### src/rtl/tone_sequencer.sv
// rtl/tone_sequencer.sv - timed square-wave sound effects with mute and a one-deep request buffer
module tone_sequencer #(
  parameter int HALF0   = 13636,
  parameter int HALF1   = 10204,
  parameter int HALF2   = 6818,
  parameter int HALF3   = 3409,
  parameter int DUR_CYC = 1200000,
  parameter int GAP_CYC = 120000,
  parameter int CW      = 24
) (
  input  logic       clk,
  input  logic       clr,
  input  logic       play,
  input  logic [1:0] code_sound,
  input  logic       mute,
  output logic       sound,
  output logic       busy,
  output logic [1:0] code_playing,
  output logic       pending
);

  typedef enum logic [1:0] {IDLE, PLAY, GAP} state_t;

  localparam logic [CW-1:0] DUR_M1 = CW'(DUR_CYC - 1);
  localparam logic [CW-1:0] GAP_M1 = CW'(GAP_CYC - 1);

  state_t        state, state_n;
  logic          play_q, rise;
  logic          tone_on, tone_n;
  logic          busy_n, pend_n;
  logic [1:0]    code_n, pcode, pcode_n, idle_code;
  logic [CW-1:0] half_cnt, half_n, dur_cnt, dur_n, gap_cnt, gap_n;

  function automatic logic [CW-1:0] half_m1(input logic [1:0] c);
    case (c)
      2'd0:    half_m1 = CW'(HALF0 - 1);
      2'd1:    half_m1 = CW'(HALF1 - 1);
      2'd2:    half_m1 = CW'(HALF2 - 1);
      default: half_m1 = CW'(HALF3 - 1);
    endcase
  endfunction

  assign rise      = play & ~play_q;
  assign sound     = tone_on & ~mute;
  // A fresh edge in IDLE wins over a request buffered on the GAP exit cycle
  assign idle_code = rise ? code_sound : pcode;

  always_comb begin
    state_n = state;
    tone_n  = tone_on;
    busy_n  = busy;
    pend_n  = pending;
    pcode_n = pcode;
    code_n  = code_playing;
    half_n  = half_cnt;
    dur_n   = dur_cnt;
    gap_n   = gap_cnt;
    case (state)
      IDLE: begin
        if (rise || pending) begin
          state_n = PLAY;
          code_n  = idle_code;
          tone_n  = 1'b1;
          half_n  = half_m1(idle_code);
          dur_n   = DUR_M1;
          busy_n  = 1'b1;
          pend_n  = 1'b0;
        end
      end
      PLAY: begin
        if (rise) begin
          pend_n  = 1'b1;
          pcode_n = code_sound;
        end
        if (dur_cnt == '0) begin
          state_n = GAP;
          tone_n  = 1'b0;
          gap_n   = GAP_M1;
        end else begin
          dur_n = dur_cnt - 1'b1;
          if (half_cnt == '0) begin
            tone_n = ~tone_on;
            half_n = half_m1(code_playing);
          end else begin
            half_n = half_cnt - 1'b1;
          end
        end
      end
      GAP: begin
        if (rise) begin
          pend_n  = 1'b1;
          pcode_n = code_sound;
        end
        if (gap_cnt == '0) begin
          if (pending) begin
            // Consume the old buffer; an edge on this same cycle stays buffered
            state_n = PLAY;
            code_n  = pcode;
            tone_n  = 1'b1;
            half_n  = half_m1(pcode);
            dur_n   = DUR_M1;
            pend_n  = rise;
          end else begin
            state_n = IDLE;
            busy_n  = 1'b0;
          end
        end else begin
          gap_n = gap_cnt - 1'b1;
        end
      end
      default: begin
        state_n = IDLE;
        busy_n  = 1'b0;
        tone_n  = 1'b0;
      end
    endcase
  end

  always_ff @(posedge clk or posedge clr) begin
    if (clr) begin
      state        <= IDLE;
      play_q       <= 1'b0;
      tone_on      <= 1'b0;
      busy         <= 1'b0;
      pending      <= 1'b0;
      pcode        <= 2'b00;
      code_playing <= 2'b00;
      half_cnt     <= '0;
      dur_cnt      <= '0;
      gap_cnt      <= '0;
    end else begin
      state        <= state_n;
      play_q       <= play;
      tone_on      <= tone_n;
      busy         <= busy_n;
      pending      <= pend_n;
      pcode        <= pcode_n;
      code_playing <= code_n;
      half_cnt     <= half_n;
      dur_cnt      <= dur_n;
      gap_cnt      <= gap_n;
    end
  end

endmodule

### config.mk
export PLATFORM = sky130hd
export DESIGN_NAME = tone_sequencer
export DESIGN_NICKNAME = d
export VERILOG_FILES = /design/src/rtl/tone_sequencer.sv
export SDC_FILE = /design/constraint.sdc
export NUM_CORES = 1
export LEC_CHECK = 0
export ABC_CLOCK_PERIOD_IN_PS = 3840
export CELL_PAD_IN_SITES_DETAIL_PLACEMENT = 1
export CELL_PAD_IN_SITES_GLOBAL_PLACEMENT = 1
export CORE_MARGIN = 5
export CORE_UTILIZATION = 48
export CTS_CLUSTER_DIAMETER = 80
export CTS_CLUSTER_SIZE = 10
export DETAILED_ROUTE_END_ITERATION = 6
export GPL_TIMING_DRIVEN = 0
export MAX_ROUTING_LAYER = met4
export PLACE_DENSITY_LB_ADDON = 0.1
export SETUP_SLACK_MARGIN = 0.4
export SLEW_MARGIN = 20
export SYNTH_ARGS = -nofsm -noshare
export SYNTH_HDL_FRONTEND = slang
export SYNTH_SLANG_ARGS = --single-unit
### constraint.sdc
create_clock -name clk -period 3.84 [get_ports clk]
set_input_delay 0.768 -clock clk [delete_from_list [all_inputs] [get_ports clk]]
set_output_delay 0.768 -clock clk [all_outputs]
set_load 0.05 [all_outputs]
==> metrics.txt <==
status finished, final reports clean; Pwr Density between 600 and 700 nW/um^2; synthesized area 5090 sq um; FF-to-FF setup slack between 500 and 600 ps; Largest stage delay, worst path 640 ps; Die ar. 12760 sq um; CTS Buffer Depth 2; setup ws final around 550 ps; Syn Nets ~630; Chip Width about 110 um; number of global-route vias before repair 5024; Leak Pwr 2.512 nW; Pre-antenna DRT Iters 5; largest net degree at the start of global routing 50; DRC violation count after routing 0; global-route wire length before repair roughly 25000 um; Final Hold Fails 0; worst r2r dst dur_cnt[8]; hpwl dp between 10000 and 15000 um; fmax between 0.3 and 0.4 GHz; clk_lat worst skew between 300 and 400 ps; die height ~110 um; all-layer global routing usage 24.95%; syn avg cell area 8.554 sq um; IR drop worst, VDD between 0.0003 and 0.0004 V; Setup Skew around 15 ps; Main synth FF type dfrtp_1; crit-path cells or4_1 > or4_4 > o22a_1 > buf_6 > or3_1 > buf_2 > nor2_1 > a41oi_1; worst setup path startpoint gap_cnt[8]; share of cells above drive strength 1 8.026%; total number of vias between 4000 and 5000; starting density of the core about half; Synth warnings 0; routability cong. 0.8503; largest cells by area after synthesis dfrtp_1 (40%), o21ai_0 (6.2%), ha_1 (5.9%); Post-Synthesis Cells roughly 600; Buf+Inv Stages, Crit Path 2; synth-to-layout area growth 11.50%; area leader, netlist dfrtp_1; total power ~3.5 mW; H-tree Lvls 3; Finished Cell Area 5675 sq um; initial antenna violation count 0; asr flop ratio synth 100.0%; CTS buffer count 9; initial DRC count 300; Worst-Margin Slew 1097 ps; worst r2r src gap_cnt[8]; Post-synth top cells dfrtp_1 (82), nor2_1 (64), o21ai_0 (63); Setup violations, final 0; root buffer cell clkbuf_8; Tcrit/Tclk final between 80% and 90%; placed insts 742; CP required 4070 ps; max cap viols 0; Crit path max-delay family simple AND/OR/NAND/NOR gates; R2R depth 8; ANT nets after route 0; RSZ-0062 raised after global routing yes; I/O pin count 11; port bufs 10; top-count cell post-synth dfrtp_1; critical path class register to register; Finished Layout Cells 759; drt via density between 6 and 7; total gr overflow 0; mean routed wirelength per cell roughly 20 um; clock slew at reported path FFs around 90 ps; Seq/Total Area, Yosys about two fifths; CP max stage cell or4_1; diode count 0; Worst EP arrival 3520 ps; Sink Count 82; Post-synth EDFFs 0; final WL approximately 15000 um; Yosys reg bits around 80; worst slack, placed between 200 and 250 ps; crit path capture dur_cnt[8]; Period minus WS final 3291 ps; worst hold path class register to register; Rows 37; Synth cell types 56; Setup crit end kind register; Slew HR a little over a quarter; CTS tree built; # nets final around 650; Max Slew Vio Count 0; Post-DP Area between 5000 and 6000 sq um; area share of the largest cell type after synthesis 40.31%; core footprint between 10000 and 15000 sq um; crit path launch type register; Crit. path cell count 8; CP max FO 10
sequential cells by signal, summed over array words and instances, names as in the netlist, 2 cells and up:
signal	flops
dur_cnt	24
gap_cnt	24
code_playing	2
half_cnt	24
state	2
pcode	2
power breakdown:
group	total, mW	switching [mW]	internal, mW
registers	1.19	0.183	1.00
logic	1.60	1.05	0.543
clock network	0.743	0.343	0.400
total	3.52	1.58	1.95
layout by cell type (no fill, tap or decap), types with 3 or more instances in the layout:
cell type	n
a21o_1	3
a21oi_1	36
a22o_1	5
a31oi_1	13
buf_2	3
clkbuf_1	27
clkbuf_8	11
clkdlybuf4s50_1	10
dfrtp_1	82
ha_1	24
inv_1	20
mux2_2	5
mux2i_1	4
nand2_1	51
nand2b_1	5
nand3_1	4
nand4_1	3
nor2_1	64
nor2b_1	3
nor3_1	32
nor3b_1	3
nor4_1	17
o21ai_0	63
o22ai_1	4
o31ai_1	11
o41ai_1	6
or2_2	7
or3_1	10
or4_1	24
or4_4	3
or4b_2	3
xnor2_1	19
xor2_1	3
timing repair:
action,4_1_cts,5_1_grt
setup buffers,0,2
resized for setup,4,8
gates cloned,0,0
pin swaps,0,1
endpoints found under the setup margin,38,28
hold buffers,0,0
area by class of cell:
class / count / area (sq um)
repair buffers: 13 / 135.1
multi-input cells: 457 / 2864
clock buffers: 11 / 151.4
plain buffers: 33 / 140.1
inverters: 23 / 88.84
well taps: 136 / 170.2
flip-flops and latches: 82 / 2052
clock inverters: 4 / 73.82
fillers: 1202 / 4648
how the worst min path moves through the flow:
stage | startpoint | to | slack [ps] | cells past startpoint
detailed placement | dur_cnt[15] | dur_cnt[15] | 500 | 2
CTS | dur_cnt[15] | dur_cnt[15] | 520 | 2
global route | half_cnt[22] | half_cnt[22] | 550 | 1
global placement | dur_cnt[15] | dur_cnt[15] | 480 | 2
floorplan | dur_cnt[15] | dur_cnt[15] | 460 | 2
finish | dur_cnt[15] | dur_cnt[15] | 520 | 2
worst min-delay path, delay by kind of cell, from the launching register on:
family,cells,cell delay (ps)
compound gates,2,140
flops,1,340
cells by family after synthesis:
family          count (synthesis)  synth area share [%]
xor+xnor                       22                 3.786
simple gates                  242                 24.80
flops                          82                 40.31
buf+inv                        56                 4.351
mux                             9                 1.893
compound gates                160                 18.95
fa+ha+maj                      24                 5.900
routing by layer:
layer	global-route usage, %	part of all wire (%)
met5	-	0
met4	8.494	1.9
met3	4.706	3.8
met2	38.78	46
met1	32.86	48
metrics by stage:
step                utilization, %  hold slack [ps]  setup TNS, ps
detailed placement           52.14            498.8              0
global route                 54.98            549.7              0
global placement             51.92            483.1         -44810
floorplan                        -            460.9              0
finish                       54.98            516.1              0
CTS                          54.51            517.6              0
(Power assumes the default switching activity.)
